--- config.mk ---
export PLATFORM = sky130hd
export DESIGN_NAME = biriscv_csr_commit
export DESIGN_NICKNAME = d
export VERILOG_FILES = /design/src/rtl/biriscv_csr_commit_pkg.sv /design/src/rtl/biriscv_csr_commit_stage.sv /design/src/rtl/biriscv_csr_commit.sv
export SDC_FILE = /design/constraint.sdc
export NUM_CORES = 1
export LEC_CHECK = 0
export ABC_AREA = 1
export BUFFER_PORTS_ARGS = -buffer_cell sky130_fd_sc_hd__buf_4
export CAP_MARGIN = 0
export CORE_UTILIZATION = 26
export DETAILED_ROUTE_END_ITERATION = 16
export HOLD_SLACK_MARGIN = 0.08
export PLACE_DENSITY = 0.5
export SYNTH_ARGS = -nofsm -noshare
export SYNTH_HDL_FRONTEND = slang
export SYNTH_SLANG_ARGS = --single-unit
--- constraint.sdc ---
create_clock -name clk_i -period 1.6 [get_ports clk_i]
set_input_delay 0.16 -clock clk_i [delete_from_list [all_inputs] [get_ports clk_i]]
set_output_delay 0.16 -clock clk_i [all_outputs]
set_load 0.1 [all_outputs]
--- src/rtl/biriscv_csr_commit_pkg.sv ---
// Shared definitions for the CSR commit path: exception codes, flush FSM
// encoding and the payload layouts carried by the E2 and WB registers.
package biriscv_defs;

  localparam int EXCEPTION_W = 6;

  localparam logic [EXCEPTION_W-1:0] EXCEPTION_NONE             = 6'h00;
  localparam logic [EXCEPTION_W-1:0] EXCEPTION_FAULT_FETCH      = 6'h01;
  localparam logic [EXCEPTION_W-1:0] EXCEPTION_ILLEGAL_INSTRUCTION = 6'h02;
  localparam logic [EXCEPTION_W-1:0] EXCEPTION_BREAKPOINT       = 6'h03;
  localparam logic [EXCEPTION_W-1:0] EXCEPTION_MISALIGNED_LOAD  = 6'h04;
  localparam logic [EXCEPTION_W-1:0] EXCEPTION_FAULT_LOAD       = 6'h05;
  localparam logic [EXCEPTION_W-1:0] EXCEPTION_MISALIGNED_STORE = 6'h06;
  localparam logic [EXCEPTION_W-1:0] EXCEPTION_FAULT_STORE      = 6'h07;
  localparam logic [EXCEPTION_W-1:0] EXCEPTION_ECALL            = 6'h08;
  localparam logic [EXCEPTION_W-1:0] EXCEPTION_ECALL_M          = 6'h0b;
  localparam logic [EXCEPTION_W-1:0] EXCEPTION_PAGE_FAULT_INST  = 6'h0c;
  localparam logic [EXCEPTION_W-1:0] EXCEPTION_PAGE_FAULT_LOAD  = 6'h0d;
  localparam logic [EXCEPTION_W-1:0] EXCEPTION_PAGE_FAULT_STORE = 6'h0f;
  localparam logic [EXCEPTION_W-1:0] EXCEPTION_MISALIGNED_FETCH = 6'h10;
  localparam logic [EXCEPTION_W-1:0] EXCEPTION_INTERRUPT        = 6'h20;
  localparam logic [EXCEPTION_W-1:0] EXCEPTION_ERET             = 6'h30;
  localparam logic [EXCEPTION_W-1:0] EXCEPTION_FENCE            = 6'h31;

  typedef enum logic {
    STATE_RUN   = 1'b0,
    STATE_FLUSH = 1'b1
  } commit_state_e;

  typedef struct packed {
    logic [31:0]            pc;
    logic [11:0]            waddr;
    logic [31:0]            value;
    logic                   write;
    logic [31:0]            wdata;
    logic [EXCEPTION_W-1:0] exception;
  } e2_entry_t;

  typedef struct packed {
    logic                   write;
    logic [11:0]            waddr;
    logic [31:0]            wdata;
    logic [EXCEPTION_W-1:0] exception;
    logic [31:0]            pc;
    logic [31:0]            addr;
    logic [31:0]            rd_value;
  } wb_entry_t;

  function automatic logic is_page_fault(input logic [EXCEPTION_W-1:0] code);
    return (code == EXCEPTION_PAGE_FAULT_INST) ||
           (code == EXCEPTION_PAGE_FAULT_LOAD) ||
           (code == EXCEPTION_PAGE_FAULT_STORE);
  endfunction

endpackage

--- src/rtl/biriscv_csr_commit_stage.sv ---
// Valid/payload pipeline register with hold and kill. Payload is zeroed
// whenever the slot is empty so downstream outputs read 0 for bubbles.
module biriscv_csr_commit_stage #(
  parameter int WIDTH = 32
) (
  input  logic             clk_i,
  input  logic             rst_ni,
  input  logic             hold,
  input  logic             kill,
  input  logic             in_valid,
  input  logic [WIDTH-1:0] in_data,
  output logic             out_valid,
  output logic [WIDTH-1:0] out_data
);

  logic             valid_reg;
  logic [WIDTH-1:0] data_reg;

  // Kill wins over hold so a flush empties a stalled slot too.
  always_ff @(posedge clk_i or negedge rst_ni) begin
    if (!rst_ni) begin
      valid_reg <= 1'b0;
      data_reg  <= '0;
    end else if (kill) begin
      valid_reg <= 1'b0;
      data_reg  <= '0;
    end else if (!hold) begin
      valid_reg <= in_valid;
      data_reg  <= in_valid ? in_data : '0;
    end
  end

  assign out_valid = valid_reg;
  assign out_data  = data_reg;

endmodule

--- src/rtl/biriscv_csr_commit.sv ---
// CSR commit path: carries E1 CSR results through E2 and WB, merges late
// memory faults and interrupts at E2, and runs the post-exception flush FSM.
module biriscv_csr_commit
  import biriscv_defs::*;
#(
  parameter int SUPPORT_MMU = 1
) (
  input  logic                   clk_i,
  input  logic                   rst_ni,
  input  logic                   e1_valid_i,
  input  logic [31:0]            e1_pc_i,
  input  logic [31:0]            e1_opcode_i,
  input  logic [31:0]            csr_result_e1_value_i,
  input  logic                   csr_result_e1_write_i,
  input  logic [31:0]            csr_result_e1_wdata_i,
  input  logic [EXCEPTION_W-1:0] csr_result_e1_exception_i,
  input  logic                   squash_e1_i,
  input  logic                   stall_i,
  input  logic [EXCEPTION_W-1:0] mem_exception_e2_i,
  input  logic [31:0]            mem_addr_e2_i,
  input  logic                   take_interrupt_i,
  input  logic                   branch_csr_request_i,
  output logic                   csr_writeback_write_o,
  output logic [11:0]            csr_writeback_waddr_o,
  output logic [31:0]            csr_writeback_wdata_o,
  output logic [EXCEPTION_W-1:0] csr_writeback_exception_o,
  output logic [31:0]            csr_writeback_exception_pc_o,
  output logic [31:0]            csr_writeback_exception_addr_o,
  output logic [31:0]            csr_rd_value_wb_o,
  output logic                   flush_o,
  output logic                   interrupt_inhibit_o
);

  commit_state_e state_reg;
  commit_state_e state_next;

  e2_entry_t              e2_in;
  e2_entry_t              e2_q;
  wb_entry_t              wb_in;
  wb_entry_t              wb_q;
  logic                   e2_valid;
  logic                   wb_valid;
  logic                   e1_accept;
  logic                   wb_in_valid;
  logic                   wb_exception_launch;
  logic                   pipe_kill;
  logic                   inhibit;
  logic                   take_int;
  logic [EXCEPTION_W-1:0] mem_exc;

  logic unused_opcode_bits;
  assign unused_opcode_bits = ^e1_opcode_i[19:0];

  // A launching exception at WB kills E2 and the E1 capture in the same cycle.
  assign wb_exception_launch = wb_valid && (wb_q.exception != EXCEPTION_NONE);
  assign pipe_kill           = (state_reg == STATE_FLUSH) || wb_exception_launch;
  assign e1_accept           = e1_valid_i && !squash_e1_i && (state_reg == STATE_RUN);
  assign wb_in_valid         = e2_valid && !stall_i;

  always_comb begin
    e2_in           = '0;
    e2_in.pc        = e1_pc_i;
    e2_in.waddr     = e1_opcode_i[31:20];
    e2_in.value     = csr_result_e1_value_i;
    e2_in.write     = csr_result_e1_write_i;
    e2_in.wdata     = csr_result_e1_wdata_i;
    e2_in.exception = csr_result_e1_exception_i;
  end

  biriscv_csr_commit_stage #(
    .WIDTH($bits(e2_entry_t))
  ) u_e2 (
    .clk_i    (clk_i),
    .rst_ni   (rst_ni),
    .hold     (stall_i),
    .kill     (pipe_kill),
    .in_valid (e1_accept),
    .in_data  (e2_in),
    .out_valid(e2_valid),
    .out_data (e2_q)
  );

  assign inhibit = (state_reg == STATE_FLUSH) ||
                   (e2_valid && (e2_q.write || (e2_q.exception != EXCEPTION_NONE))) ||
                   (wb_valid && (wb_q.write || (wb_q.exception != EXCEPTION_NONE)));

  assign take_int = take_interrupt_i && e2_valid && !inhibit;

  always_comb begin
    mem_exc = mem_exception_e2_i;
    if ((SUPPORT_MMU == 0) && is_page_fault(mem_exception_e2_i)) begin
      mem_exc = EXCEPTION_NONE;
    end
  end

  // Merge point: interrupt over early exception over late memory fault.
  always_comb begin
    wb_in          = '0;
    wb_in.waddr    = e2_q.waddr;
    wb_in.wdata    = e2_q.wdata;
    wb_in.pc       = e2_q.pc;
    wb_in.rd_value = e2_q.value;
    if (take_int) begin
      wb_in.exception = EXCEPTION_INTERRUPT;
    end else if (e2_q.exception != EXCEPTION_NONE) begin
      wb_in.exception = e2_q.exception;
      if (e2_q.exception == EXCEPTION_ILLEGAL_INSTRUCTION) begin
        wb_in.addr = e2_q.value;
      end
    end else if (mem_exc != EXCEPTION_NONE) begin
      wb_in.exception = mem_exc;
      wb_in.addr      = mem_addr_e2_i;
    end
    wb_in.write = e2_q.write &&
                  ((wb_in.exception == EXCEPTION_NONE) || (wb_in.exception == EXCEPTION_FENCE));
  end

  biriscv_csr_commit_stage #(
    .WIDTH($bits(wb_entry_t))
  ) u_wb (
    .clk_i    (clk_i),
    .rst_ni   (rst_ni),
    .hold     (1'b0),
    .kill     (pipe_kill),
    .in_valid (wb_in_valid),
    .in_data  (wb_in),
    .out_valid(wb_valid),
    .out_data (wb_q)
  );

  always_ff @(posedge clk_i or negedge rst_ni) begin
    if (!rst_ni) begin
      state_reg <= STATE_RUN;
    end else begin
      state_reg <= state_next;
    end
  end

  // A redirect in the entry cycle is seen while still in RUN, so it is ignored.
  always_comb begin
    state_next = state_reg;
    case (state_reg)
      STATE_RUN:   if (wb_exception_launch) state_next = STATE_FLUSH;
      STATE_FLUSH: if (branch_csr_request_i) state_next = STATE_RUN;
      default:     state_next = STATE_RUN;
    endcase
  end

  assign csr_writeback_write_o          = wb_q.write;
  assign csr_writeback_waddr_o          = wb_q.waddr;
  assign csr_writeback_wdata_o          = wb_q.wdata;
  assign csr_writeback_exception_o      = wb_q.exception;
  assign csr_writeback_exception_pc_o   = wb_q.pc;
  assign csr_writeback_exception_addr_o = wb_q.addr;
  assign csr_rd_value_wb_o              = wb_q.rd_value;
  assign flush_o                        = (state_reg == STATE_FLUSH);
  assign interrupt_inhibit_o            = inhibit;

endmodule

==> results of run 1 <==
==> per-stage QoR <==
stage                     setup TNS [ps]  hold WS [ps]  utilization, %  instances  power (mW)
after floorplan                    -2080          -136               -        995        10.3
after global placement            -17430          65.4            34.9       1802        11.8
after detailed placement          -21750          60.8            34.9       1802        11.8
after CTS                         -87990           119            48.7       2091        21.7
after global routing             -115610           153            51.4       2102        23.3
final                             -95460           140            51.4       2102        22.3
==> how the worst max path moves through the flow <==
stage / startpoint / end / cells past startpoint
3_5_place_dp: u_wb.out_data[101]$_DFF_PN0_ / u_wb.out_data[67]$_DFF_PN0_ / 9
2_1_floorplan: u_wb.out_data[97]$_DFF_PN0_ / u_e2.out_data[100]$_DFFE_PN0P_ / 9
6_report: u_wb.out_data[101]$_DFF_PN0_ / interrupt_inhibit_o / 9
5_1_grt: u_wb.out_data[101]$_DFF_PN0_ / interrupt_inhibit_o / 9
4_1_cts: u_wb.out_data[96]$_DFF_PN0_ / interrupt_inhibit_o / 9
3_3_place_gp: u_wb.out_data[101]$_DFF_PN0_ / u_e2.out_data[63]$_DFFE_PN0P_ / 9
==> cell families after synthesis <==
group	count (synthesis)	share of synthesized area, %
buffers and inverters	293	12.1
and+or+nand+nor	281	11.6
DFF	265	65.8
AOI/OAI and AO/OA	156	10.5
==> repair_timing <==
action                                  CTS  global route
gates cloned                             45             9
hold buffers                            156             0
endpoints found under the setup margin  261           271
hold endpoints to repair                419             0
resized for setup                       290           237
pin swaps                                15            16
buffers inserted                         38            17
==> routing by layer <==
metal | global-route usage [%] | routed length [um]
met5 | 0 | 0
met4 | 4.25 | 907
met3 | 3.76 | 1970
met2 | 31.8 | 19100
met1 | 24.9 | 16900
==> cell type report <==
type,instances,area (sq um)
multi-input cells,440,3980
repair inverters,3,62.6
clock inverters,6,82.6
clock buffers,45,898
repair buffers,588,6250
well taps,511,639
diodes,1,2.50
inverters,243,946
fillers,3308,18400
flip-flops and latches,265,6660
==> flip-flops by register name, summed over array words and instances, names as in the netlist <==
name	flops
u_wb.out_valid	1
u_e2.out_valid	1
u_e2.out_data	115
u_wb.out_data	147
flush_o	1
==> placed cells by master (no fill, tap or decap), types with 4 or more instances in the layout <==
cell / netlist / layout
dlygate4sd3_1: 0 / 155
clkbuf_16: 0 / 37
o22ai_4: 0 / 13
clkbuf_8: 0 / 7
buf_6: 13 / 20
buf_8: 0 / 9
inv_1: 241 / 241
buf_16: 0 / 33
dfrtp_4: 0 / 6
nor2_2: 11 / 19
nand2_8: 0 / 5
o21ai_0: 36 / 33
o21ai_2: 1 / 4
buf_4: 2 / 322
o22ai_2: 21 / 99
buf_12: 0 / 43
nand4_1: 4 / 4
nor2_4: 3 / 128
nor2_1: 146 / 13
dfrtp_1: 265 / 257
clkbuf_1: 16 / 7
nand2_1: 106 / 104
==> power groups by stage <==
| stage | Sequential (mW) | Clock (mW) | Combinational, mW |
|---|---|---|---|
| CTS | 7.32 | 7.09 | 7.31 |
| finish | 7.32 | 6.91 | 8.11 |
| detailed placement | 7.44 | 0 | 4.40 |
| global placement | 7.43 | 0 | 4.38 |
| global route | 7.36 | 7.36 | 8.56 |
| floorplan | 8.38 | 0 | 1.93 |
==> critical path: cells and delay by family, from the launching register on <==
kind / cells / cell delay [ps]
buffers and inverters: 3 / 370
DFF: 1 / 480
and+or+nand+nor: 6 / 490
==> impl_metrics.env, run 1 <==
export IMPL_status="complete, but fails checks"
export IMPL_violations="negative setup slack"
export IMPL_placed_area_sq_um=13200
export IMPL_grt_pass1_vias=9264
export IMPL_hold_path_class="in2reg"
export IMPL_layout_setup_ws_ps=-475
export IMPL_yosys_cell_count_top_type="dfrtp_1"
export IMPL_hold_start="take_interrupt_i"
export IMPL_combPwrFrac_pct=36.3
export IMPL_clock_skew_ps=8.52
export IMPL_worstReg2RegEnd="u_wb.out_data[87]$_DFF_PN0_"
export IMPL_dr_pass1_iters=4
export IMPL_min_period_ps=2070
export IMPL_hold_viol_final=0
export IMPL_cts_buffer_depth=3
export IMPL_syn2layout_area_growth_pct=93.5
export IMPL_wl_per_cell_um=18.5
export IMPL_synth_commonest_cells="dfrtp_1 (265), inv_1 (241), nor2_1 (146), nand2_1 (106), o22ai_1 (92)"
export IMPL_p_sw_mw=7.68
export IMPL_drc=0
export IMPL_start_util_pct=26.6
export IMPL_min_to="u_wb.out_data[101]$_DFF_PN0_"
export IMPL_p_leak_nw=9.39
export IMPL_numCtsBuffers=31
export IMPL_path_max_fanout=2
export IMPL_synth_area_sq_um=10100
export IMPL_vias=8883
export IMPL_r2r_start="u_wb.out_data[101]$_DFF_PN0_"
export IMPL_drive_above_1_share_pct=48.4
export IMPL_io_buffers=308
export IMPL_ys_flop_type="dfrtp_1"
export IMPL_fmax_ghz=0.482
export IMPL_tightest_slew_ps=449
export IMPL_grt_pass1_wl_um=55400
export IMPL_reg2reg_slack_ps=-450
export IMPL_finalSetupViolations=267
export IMPL_cp_end_kind="output pin"
export IMPL_wirelength_um=38800
export IMPL_synth_seq_cells=265
export IMPL_grt_antenna_before_repair=1
export IMPL_ys_types=25
export IMPL_clk_pin_slew_ps=60
export IMPL_max_cap_viol_count=0
export IMPL_reg2regPathDepth=14
export IMPL_synth_net_count=1175
export IMPL_synthArstFlopShare_pct=100
export IMPL_internal_power_mw=14.7
export IMPL_drv_slew=0
export IMPL_hold_depth=6
export IMPL_insertion_delay_ps=560
export IMPL_grt_max_degree=59
export IMPL_cts_tree="done"
export IMPL_io_pins=329
export IMPL_gp_congestion=0.777
export IMPL_rsz0062_at_grt="yes"
export IMPL_fin_nets=1752
export IMPL_cts_num_sinks=265
export IMPL_crit_slowest_cell="dfrtp_4"
export IMPL_die_area_sq_um=39600
export IMPL_drt_iter0_drc=259
export IMPL_ant_nets=0
export IMPL_yosys_area_top_type="dfrtp_1"
export IMPL_viasPerCell=4.23
export IMPL_synth_warnings=0
export IMPL_design_area_sq_um=19500
export IMPL_p_sw_share_pct=34.4
export IMPL_num_rows=71
export IMPL_die_w_um=199
export IMPL_startpoint_type="register"
export IMPL_synth_avg_cell_area_sq_um=10.1
export IMPL_dp_hpwl_um=19400
export IMPL_post_place_ws_ps=-148
export IMPL_cp_arrival_ps=1910
export IMPL_seq_area_frac_synth_pct=65.8
export IMPL_ys_top_cells_by_area="dfrtp_1 (66%), inv_1 (9.0%), o22ai_1 (5.7%)"
export IMPL_root_buffer="clkbuf_16"
export IMPL_worst_slew_margin_rel_pct=69.7
export IMPL_grt_overflow=0
export IMPL_p_per_area_nw_per_um2=1140
export IMPL_ir_drop_uv=821
export IMPL_htreeDepth=1
export IMPL_syn_inst=995
export IMPL_synth_edf_count=0
export IMPL_required_ps=1440
export IMPL_path_cells="nor2_4, nand3_2, nand2_2, nand2_2, buf_6, nor2_4, buf_6, nand2_4, buf_12"
export IMPL_critPathKind="reg2out"
export IMPL_yosysTopAreaCellShare_pct=65.8
export IMPL_grt_total_usage_pct=18.9
export IMPL_fin_crit_sh_pct=130
export IMPL_clkPwrFrac_pct=30.9
export IMPL_design_core_area_sq_um=37900
export IMPL_pwr_share_seq_pct=32.8
export IMPL_dieHeight_um=199
export IMPL_critPathMaxStageDelay_ps=480
(Power assumes the default switching activity.)
==> run 2, diff against run 1 <==
CORE_MARGIN = 4   (was unset)
SKIP_CTS_REPAIR_TIMING = 1   (was unset)
==> run 2 against run 1 <==
  * The run still ends with negative setup slack left
  * Cell count is 1.9% lower
  * Sequential cell count did not move
  * Routed wire length is 5.6% lower
  * Global-route usage decreased by 5.0 points
  * Clock power rose by 5.2%
  * Critical path depth fell by 1
  * Highest routed layer unchanged
==> impl_metrics.env, run 2 (synthesized netlist as in run 1, its figures left out) <==
export IMPL_tightest_slew_ps=472
export IMPL_largest_reg_flops=147
export IMPL_cp_end_kind="output pin"
export IMPL_grt_antenna_before_repair=0
export IMPL_grt_pass1_vias=7753
export IMPL_clk_pin_slew_ps=60
export IMPL_cp_top_family="simple AND/OR/NAND/NOR gates"
export IMPL_hold_path_class="in2reg"
export IMPL_required_ps=1440
export IMPL_drv_slew=0
export IMPL_layout_setup_ws_ps=-431
export IMPL_critPathMaxStageDelay_ps=490
export IMPL_layout_common_cells="buf_4 (331), dfrtp_1 (257), inv_1 (241)"
export IMPL_n_antenna_cell=0
export IMPL_io_buffers=308
export IMPL_critPathKind="reg2out"
export IMPL_insertion_delay_ps=560
export IMPL_p_sw_mw=6.78
export IMPL_finalSetupViolations=156
export IMPL_clkPwrFrac_pct=34.8
export IMPL_fmax_ghz=0.492
export IMPL_dr_pass1_iters=4
export IMPL_drt_iter0_drc=298
export IMPL_drive_above_1_share_pct=37.5
export IMPL_syn2layout_area_growth_pct=73.2
export IMPL_cts_buffer_depth=3
export IMPL_final_common_cell="buf_4"
export IMPL_dp_hpwl_um=21000
export IMPL_p_per_area_nw_per_um2=1200
export IMPL_worst_slew_margin_rel_pct=68.5
export IMPL_viasPerCell=4.16
export IMPL_placedCellCount=1808
export IMPL_io_pins=329
export IMPL_min_period_ps=2030
export IMPL_vias=8588
export IMPL_fin_nets=1709
export IMPL_p_leak_nw=8.92
export IMPL_start_util_pct=26.6
export IMPL_cts_tree="done"
export IMPL_dieHeight_um=205
export IMPL_stdcell_count=2062
export IMPL_internal_power_mw=14.1
export IMPL_p_sw_share_pct=32.5
export IMPL_startpoint_type="register"
export IMPL_setup_tns_ps=-29160
export IMPL_die_w_um=205
export IMPL_max_cap_viol_count=0
export IMPL_numCtsBuffers=30
export IMPL_design_core_area_sq_um=37900
export IMPL_ant_nets=0
export IMPL_violations="negative setup slack"
export IMPL_grt_pass1_wl_um=45600
export IMPL_ir_drop_uv=744
export IMPL_gp_congestion=0.780
export IMPL_cts_num_sinks=265
export IMPL_grt_total_usage_pct=13.9
export IMPL_clock_skew_ps=19.3
export IMPL_crit_slowest_cell="dfrtp_4"
export IMPL_die_area_sq_um=42000
export IMPL_grt_overflow=0
export IMPL_combPwrFrac_pct=30.1
export IMPL_root_buffer="clkbuf_16"
export IMPL_worstPathBufferInverterCount=2
export IMPL_path_cells="nor2_4, nand3_2, nand2_2, nand2_4, nor2_4, buf_6, nand2_4, buf_12"
export IMPL_grt_max_degree=55
export IMPL_rsz0062_at_grt="yes"
export IMPL_status="complete, but fails checks"
export IMPL_drc=0
export IMPL_fill_cells=3561
export IMPL_hold_viol_final=0
export IMPL_fin_crit_sh_pct=127
export IMPL_path_max_fanout=3
export IMPL_htreeDepth=1
export IMPL_wl_per_cell_um=17.8
export IMPL_wirelength_um=36700
export IMPL_num_rows=71
export IMPL_cp_arrival_ps=1870
export IMPL_pwr_share_seq_pct=35.1
-- run 2: path summary, 6_finish.rpt --
| check | cells after the start | slack (ps) | from | end |
|---|---|---|---|---|
| min in group asynchronous | 2 | 140 | rst_ni | u_wb.out_data[14]$_DFF_PN0_ |
| worst min-delay path | 5 | 80 | mem_exception_e2_i[5] | u_wb.out_data[101]$_DFF_PN0_ |
| worst max-delay path | 8 | -430 | u_wb.out_data[101]$_DFF_PN0_ | interrupt_inhibit_o |
| worst min register to register | 1 | 480 | flush_o$_DFF_PN0_ | flush_o$_DFF_PN0_ |
| max in group asynchronous | 3 | 800 | rst_ni | u_e2.out_data[35]$_DFFE_PN0P_ |
| worst max register to register | 10 | -260 | u_wb.out_data[101]$_DFF_PN0_ | u_e2.out_data[17]$_DFFE_PN0P_ |
-- run 2: power by group through the flow --
stage | Sequential (mW) | Clock (mW) | Combinational (mW)
after floorplan | 8.38 | 0 | 1.93
after CTS | 7.31 | 7.49 | 4.48
after global routing | 7.36 | 7.77 | 6.69
final | 7.32 | 7.27 | 6.28
after detailed placement | 7.44 | 0 | 4.47
after global placement | 7.43 | 0 | 4.46
-- run 2: routing by layer --
metal / global-route usage, % / vias up / wire length [um]
li1: - / 4112 / -
met1: 17.9 / 4177 / 15900
met2: 22.9 / 243 / 17900
met3: 3.69 / 56 / 2060
met4: 4.28 / 0 / 844
met5: 0 / - / 0
-- run 2: tightest hold or removal path, cell delays in order --
cell and delay, ps:
buf_4 80, inv_1 40, nor2_1 100, nor2_1 70
a21oi_1 150
-- run 2: layout make-up --
type	count	area, sq um	area share (%)
inverter	243	927	5.31
sequential	265	6660	38.1
multi-input combinational	439	2870	16.4
tap	511	639	3.66
timing repair buffer	550	5330	30.5
clock buffer	45	928	5.31
clock inverter	9	126	0.723
-- run 2: through the flow --
| step | setup WS [ps] | util [%] | hold slack (ps) | total power, mW | cell area (sq um) |
|---|---|---|---|---|---|
| floorplan | -31.4 | - | -136 | 10.3 | 10100 |
| finish | -431 | 46.1 | 81.3 | 20.9 | 17500 |
| global placement | -37.1 | 35.1 | 129 | 11.9 | 13300 |
| CTS | -609 | 37.8 | -477 | 19.3 | 14400 |
| global route | -537 | 46.1 | 141 | 21.8 | 17500 |
| detailed placement | -92.3 | 35.1 | 132 | 11.9 | 13300 |
